<file path="src/rtl/seq_multiplier.sv">
// Iterative shift-add multiplier, WIDTH x WIDTH -> 2*WIDTH, BITS_PER_CYCLE multiplier bits per clock.
// Optional running accumulation of the previous result is enabled by defining SEQ_MULT_ACC_EN.
module seq_multiplier #(
    parameter int WIDTH          = 8,
    parameter int BITS_PER_CYCLE = 1
) (
    input  logic                 clk,
    input  logic                 rst_n,
    input  logic                 in_valid,
    output logic                 in_ready,
    input  logic [WIDTH-1:0]     in_a,
    input  logic [WIDTH-1:0]     in_b,
    input  logic                 in_signed,
`ifdef SEQ_MULT_ACC_EN
    input  logic                 in_acc,
`endif
    output logic                 out_valid,
    input  logic                 out_ready,
    output logic [2*WIDTH-1:0]   out_p,
    output logic [1:0]           dbg_state_o
);

    localparam int PW  = 2 * WIDTH;
    localparam int BPC = BITS_PER_CYCLE;
    localparam int N   = WIDTH / BPC;
    localparam int CW  = $clog2(N + 1);

    if (WIDTH < 2) begin : g_bad_width
        $error("seq_multiplier: WIDTH must be >= 2");
    end
    if ((BPC < 1) || (WIDTH % BPC != 0)) begin : g_bad_bpc
        $error("seq_multiplier: BITS_PER_CYCLE must divide WIDTH");
    end

    // Handshakes: a transfer happens on a rising edge where valid && ready are both high;
    // valid/data are held by the source until that edge, ready never depends on valid.
    typedef enum logic [1:0] {
        IDLE = 2'd0,
        BUSY = 2'd1,
        DONE = 2'd2
    } state_t;

    state_t          state_q, state_d;
    logic [PW-1:0]   a_sh_q, a_sh_d;
    logic [WIDTH-1:0] b_q, b_d;
    logic            signed_q, signed_d;
    logic [CW-1:0]   cnt_q, cnt_d;
    logic [PW-1:0]   p_q, p_d;
    logic [PW-1:0]   base;
    logic [BPC-1:0]  chunk;
    logic            last;
    logic [PW-1:0]   term;
    logic [PW-1:0]   corr;

`ifdef SEQ_MULT_ACC_EN
    logic [PW-1:0]   prev_q, prev_d;

    always_ff @(posedge clk or negedge rst_n) begin
        if (!rst_n) prev_q <= '0;
        else        prev_q <= prev_d;
    end

    assign base = in_acc ? prev_q : '0;
`else
    assign base = '0;
`endif

    always_ff @(posedge clk or negedge rst_n) begin
        if (!rst_n) begin
            state_q  <= IDLE;
            a_sh_q   <= '0;
            b_q      <= '0;
            signed_q <= 1'b0;
            cnt_q    <= '0;
            p_q      <= '0;
        end else begin
            state_q  <= state_d;
            a_sh_q   <= a_sh_d;
            b_q      <= b_d;
            signed_q <= signed_d;
            cnt_q    <= cnt_d;
            p_q      <= p_d;
        end
    end

    // a_sh_q is the sign/zero-extended multiplicand pre-shifted to the current chunk's weight.
    // In signed mode the top chunk's MSB carries weight -2^(BPC-1), hence the correction term.
    assign chunk = b_q[BPC-1:0];
    assign last  = (cnt_q == CW'(N - 1));
    assign term  = a_sh_q * PW'(chunk);
    assign corr  = (signed_q && last && chunk[BPC-1]) ? (a_sh_q << BPC) : '0;

    always_comb begin
        state_d   = state_q;
        a_sh_d    = a_sh_q;
        b_d       = b_q;
        signed_d  = signed_q;
        cnt_d     = cnt_q;
        p_d       = p_q;
        in_ready  = 1'b0;
        out_valid = 1'b0;
`ifdef SEQ_MULT_ACC_EN
        prev_d    = prev_q;
`endif
        case (state_q)
            IDLE: begin
                in_ready = 1'b1;
                if (in_valid) begin
                    a_sh_d   = in_signed ? {{WIDTH{in_a[WIDTH-1]}}, in_a} : {{WIDTH{1'b0}}, in_a};
                    b_d      = in_b;
                    signed_d = in_signed;
                    cnt_d    = '0;
                    p_d      = base;
                    state_d  = BUSY;
                end
            end
            BUSY: begin
                p_d    = p_q + term - corr;
                a_sh_d = a_sh_q << BPC;
                b_d    = b_q >> BPC;
                cnt_d  = cnt_q + CW'(1);
                if (last) state_d = DONE;
            end
            DONE: begin
                out_valid = 1'b1;
                if (out_ready) begin
                    state_d = IDLE;
`ifdef SEQ_MULT_ACC_EN
                    prev_d  = p_q;
`endif
                end
            end
            default: state_d = IDLE;
        endcase
    end

    assign out_p       = (state_q == DONE) ? p_q : '0;
    assign dbg_state_o = state_q;

endmodule

</file>
<file path="config.mk">
export PLATFORM = sky130hd
export DESIGN_NAME = seq_multiplier
export DESIGN_NICKNAME = d
export VERILOG_FILES = /design/src/rtl/seq_multiplier.sv
export SDC_FILE = /design/constraint.sdc
export NUM_CORES = 1
export LEC_CHECK = 0
export BUFFER_PORTS_ARGS = -buffer_cell sky130_fd_sc_hd__clkbuf_2
export CORE_MARGIN = 1
export CORE_UTILIZATION = 59
export CTS_CLUSTER_SIZE = 20
export DETAILED_ROUTE_END_ITERATION = 10
export PLACE_DENSITY_LB_ADDON = 0.05
export RECOVER_POWER = 50
export SETUP_SLACK_MARGIN = 0.05
export SLEW_MARGIN = 10
export SYNTH_ARGS = -nofsm -noshare
export SYNTH_HDL_FRONTEND = slang
export SYNTH_SLANG_ARGS = --single-unit
</file>
<file path="constraint.sdc">
create_clock -name clk -period 4.7 [get_ports clk]
set_input_delay 0.705 -clock clk [delete_from_list [all_inputs] [get_ports clk]]
set_output_delay 0.705 -clock clk [all_outputs]
set_load 0.05 [all_outputs]
</file>
==> metrics <==
outcome finished, violations left; failing checks capacitance limit, slew limit; drt wl/cell 15.47 µm; PnR worst setup slack ~1100 ps; Area Growth Syn to Fin 9.501%; ranking of synthesized cells by area dfrtp_1, fa_1, nand2_1, ha_1, inv_1; adder-cell share of the synthesized area between 10% and 20%; fraction of layout cells with a size suffix above 1 between 10 and 15%; Cells after Synth between 300 and 400; clock buffer depth 2; Synth cell types 48; syn avg cell area 8.611 µm²; hold crit path type flip-flop to flip-flop; DRT Pass-1 Iters 4; DRT Wirelength approximately 7600 µm; fmax roughly 0.28 GHz; critical path capture point p_q[14]; fin crit share between 70% and 80%; yosys warns 0; R2R Path End p_q[14]; # rows 27; post-route minimum period roughly 3600 ps; largest family of logic cells by synthesized area simple AND/OR/NAND/NOR gates; clock skew around 3.3 ps; Die Wd between 70 and 80 µm; critical path data required time between 4000 and 5000 ps; RSZ-0062 raised after global routing no; Critical Path End Type flip-flop; CP Class flip-flop to flip-flop; multiplexer area fraction after synthesis 0%; number of synthesized flops with an enable pin 0; Final ANT Viol Nets 0; final hold violations 0; startpoint types flip-flop; WL met1 between 3000 and 4000 µm; Setup TNS 0 ps; Clock transition at path regs roughly 100 ps; initial antenna violation count 0; slew margin rel. -69.84%; XOR/XNOR Fraction of Synth Area under 10%; metal2 WL roughly 3600 µm; drt first-iter violations 148; CTS Hold Bufs 0; DRC viols 0; DP HPWL between 5000 and 6000 µm; final slew viol count 48; filler cell count ~480; post-synthesis sequential area ratio 35.02%; insertion delay to the later sink of the worst-skew pair between 300 and 400 ps; Die Ht between 70 and 80 µm; post-CTS setup buffer count 0; pre-CTS setup slack between 1000 and 1500 ps; via count around 2800; CTS sink cnt 47; DR WL met3 about 400 µm; Synth Register Bits 47; cell taking the most area after synthesis dfrtp_1; hold_sp p_q[3]; reg2reg start cnt_q[0]; gpl congestion a little over 0.8; Top Ports a little over 40; PortBufs 40; setup slack, reg-to-reg around 1100 ps; core footprint 0.005507 mm²; top routing layer in use met4; worst path arrival time between 3000 and 4000 ps; die area ~0.0060 mm²; Final Net Count 470; Top FF cell, synth dfrtp_1; Net Count, Synth about 440; DR vias/cell roughly 5.6; Synth Area in Compound Gates about a fifth; H-tree depth 2; initial core utilization 60.99%; largest net degree at the start of global routing 48; GRT Util Overall 27.06%; global route overflow 0; R2R depth 13; root buffer cell clkbuf_8; Num CTS Buffers 5; final setup fails 0; Tightest Pin Transition 2548 ps; clock tree from TritonCTS yes; synthesized area between 0.003 and 0.004 mm²; Max FO, Critical Path 14; vias in the first global route about 2600; Synth Area in Simple Gates approximately 21%; worst setup path start cnt_q[0]; first-pass GRT wire length ~13000 µm; # diodes 0; share of the synthesized area in the top cell type a little over a third; Max-cap violations 1; Synth async-reset ratio between 90% and 100%; post-CTS sizing 0
## worst min-delay path by stage
stage                      to  slack (ps)  cells past startpoint
floorplan           a_sh_q[0]         410                      0
global placement       b_q[4]         470                      2
detailed placement     b_q[4]         470                      2
CTS                    p_q[3]         490                      2
global route           b_q[4]         510                      2
finish                 p_q[3]         490                      2
## flip-flops by register name, summed over array words and instances, names as in the netlist
| register | cells |
|---|---|
| cnt_q | 4 |
| dbg_state_o | 2 |
| p_q | 16 |
| a_sh_q | 16 |
| signed_q | 1 |
| b_q | 8 |
## per-layer routing
layer	vias up	GRT usage, %
li1	1359	-
met1	1344	38.64
met2	58	43.63
met3	8	3.882
met4	0	6.226
met5	-	0
## stage by stage
step                cell area (µm²)  hold WS (ps)  utilization, %  instances
CTS                            3691         491.8           67.03        492
detailed placement             3570         470.5           64.83        484
global placement               3570         465.7           64.83        484
finish                         3677         486.1           66.78        492
global route                   3677         505.7           66.78        492
floorplan                      3358         409.4               -        390
## cell type report
cell class	instances	area, µm²	area share (%)
clock buffer	6	82.58	2.246
inverter	44	165.2	4.491
multi-input combinational	279	1921	52.23
timing repair buffer	42	203.9	5.546
tap	72	90.09	2.450
sequential	47	1176	31.98
clock inverter	2	38.79	1.055
## synthesized netlist by cell type, drive strengths merged (11+ instances only)
cell type and count:
a21oi 12, and2 18, buf 11, ha 16
inv 44, nand2 64, dfrtp 47, nor2 20
o21ai 42, a22oi 21, fa 14
## cells in the final DEF (no fill, tap or decap), types with 2 or more instances in the layout
cell type	instances
a21oi_1	10
a21oi_2	2
a22o_1	4
a22oi_1	21
a31oi_1	4
and2_1	18
and3_1	2
and4_1	2
clkbuf_1	5
clkbuf_2	37
clkbuf_8	6
dfrtp_1	47
fa_1	14
ha_1	16
inv_1	44
nand2_1	64
nand2b_1	5
nand3_1	9
nand4_1	4
nor2_1	19
nor2b_1	5
nor3_1	2
o21a_1	2
o21ai_0	30
o21ai_1	9
o21ai_2	3
o21bai_1	3
xnor2_1	5
xor2_1	9
## cells by family after synthesis
logic type      after synthesis
simple gates                139
xor+xnor                     14
compound gates               96
flops                        47
fa+ha+maj                    30
buf+inv                      64
## critical path, stage by stage (launching register included)
cell	delay [ps]
dfrtp_1	420
ha_1	240
and3b_1	220
and3_1	330
and2_1	240
fa_1	490
inv_1	40
ha_1	330
nor2b_4	150
o2111a_2	280
nor3_4	270
o21ai_2	110
xor2_1	150
a22o_1	180
Power is left out: the tool's default activity adds up to more than one toggle a clock period on the data nets, which glitch-free logic cannot reach.
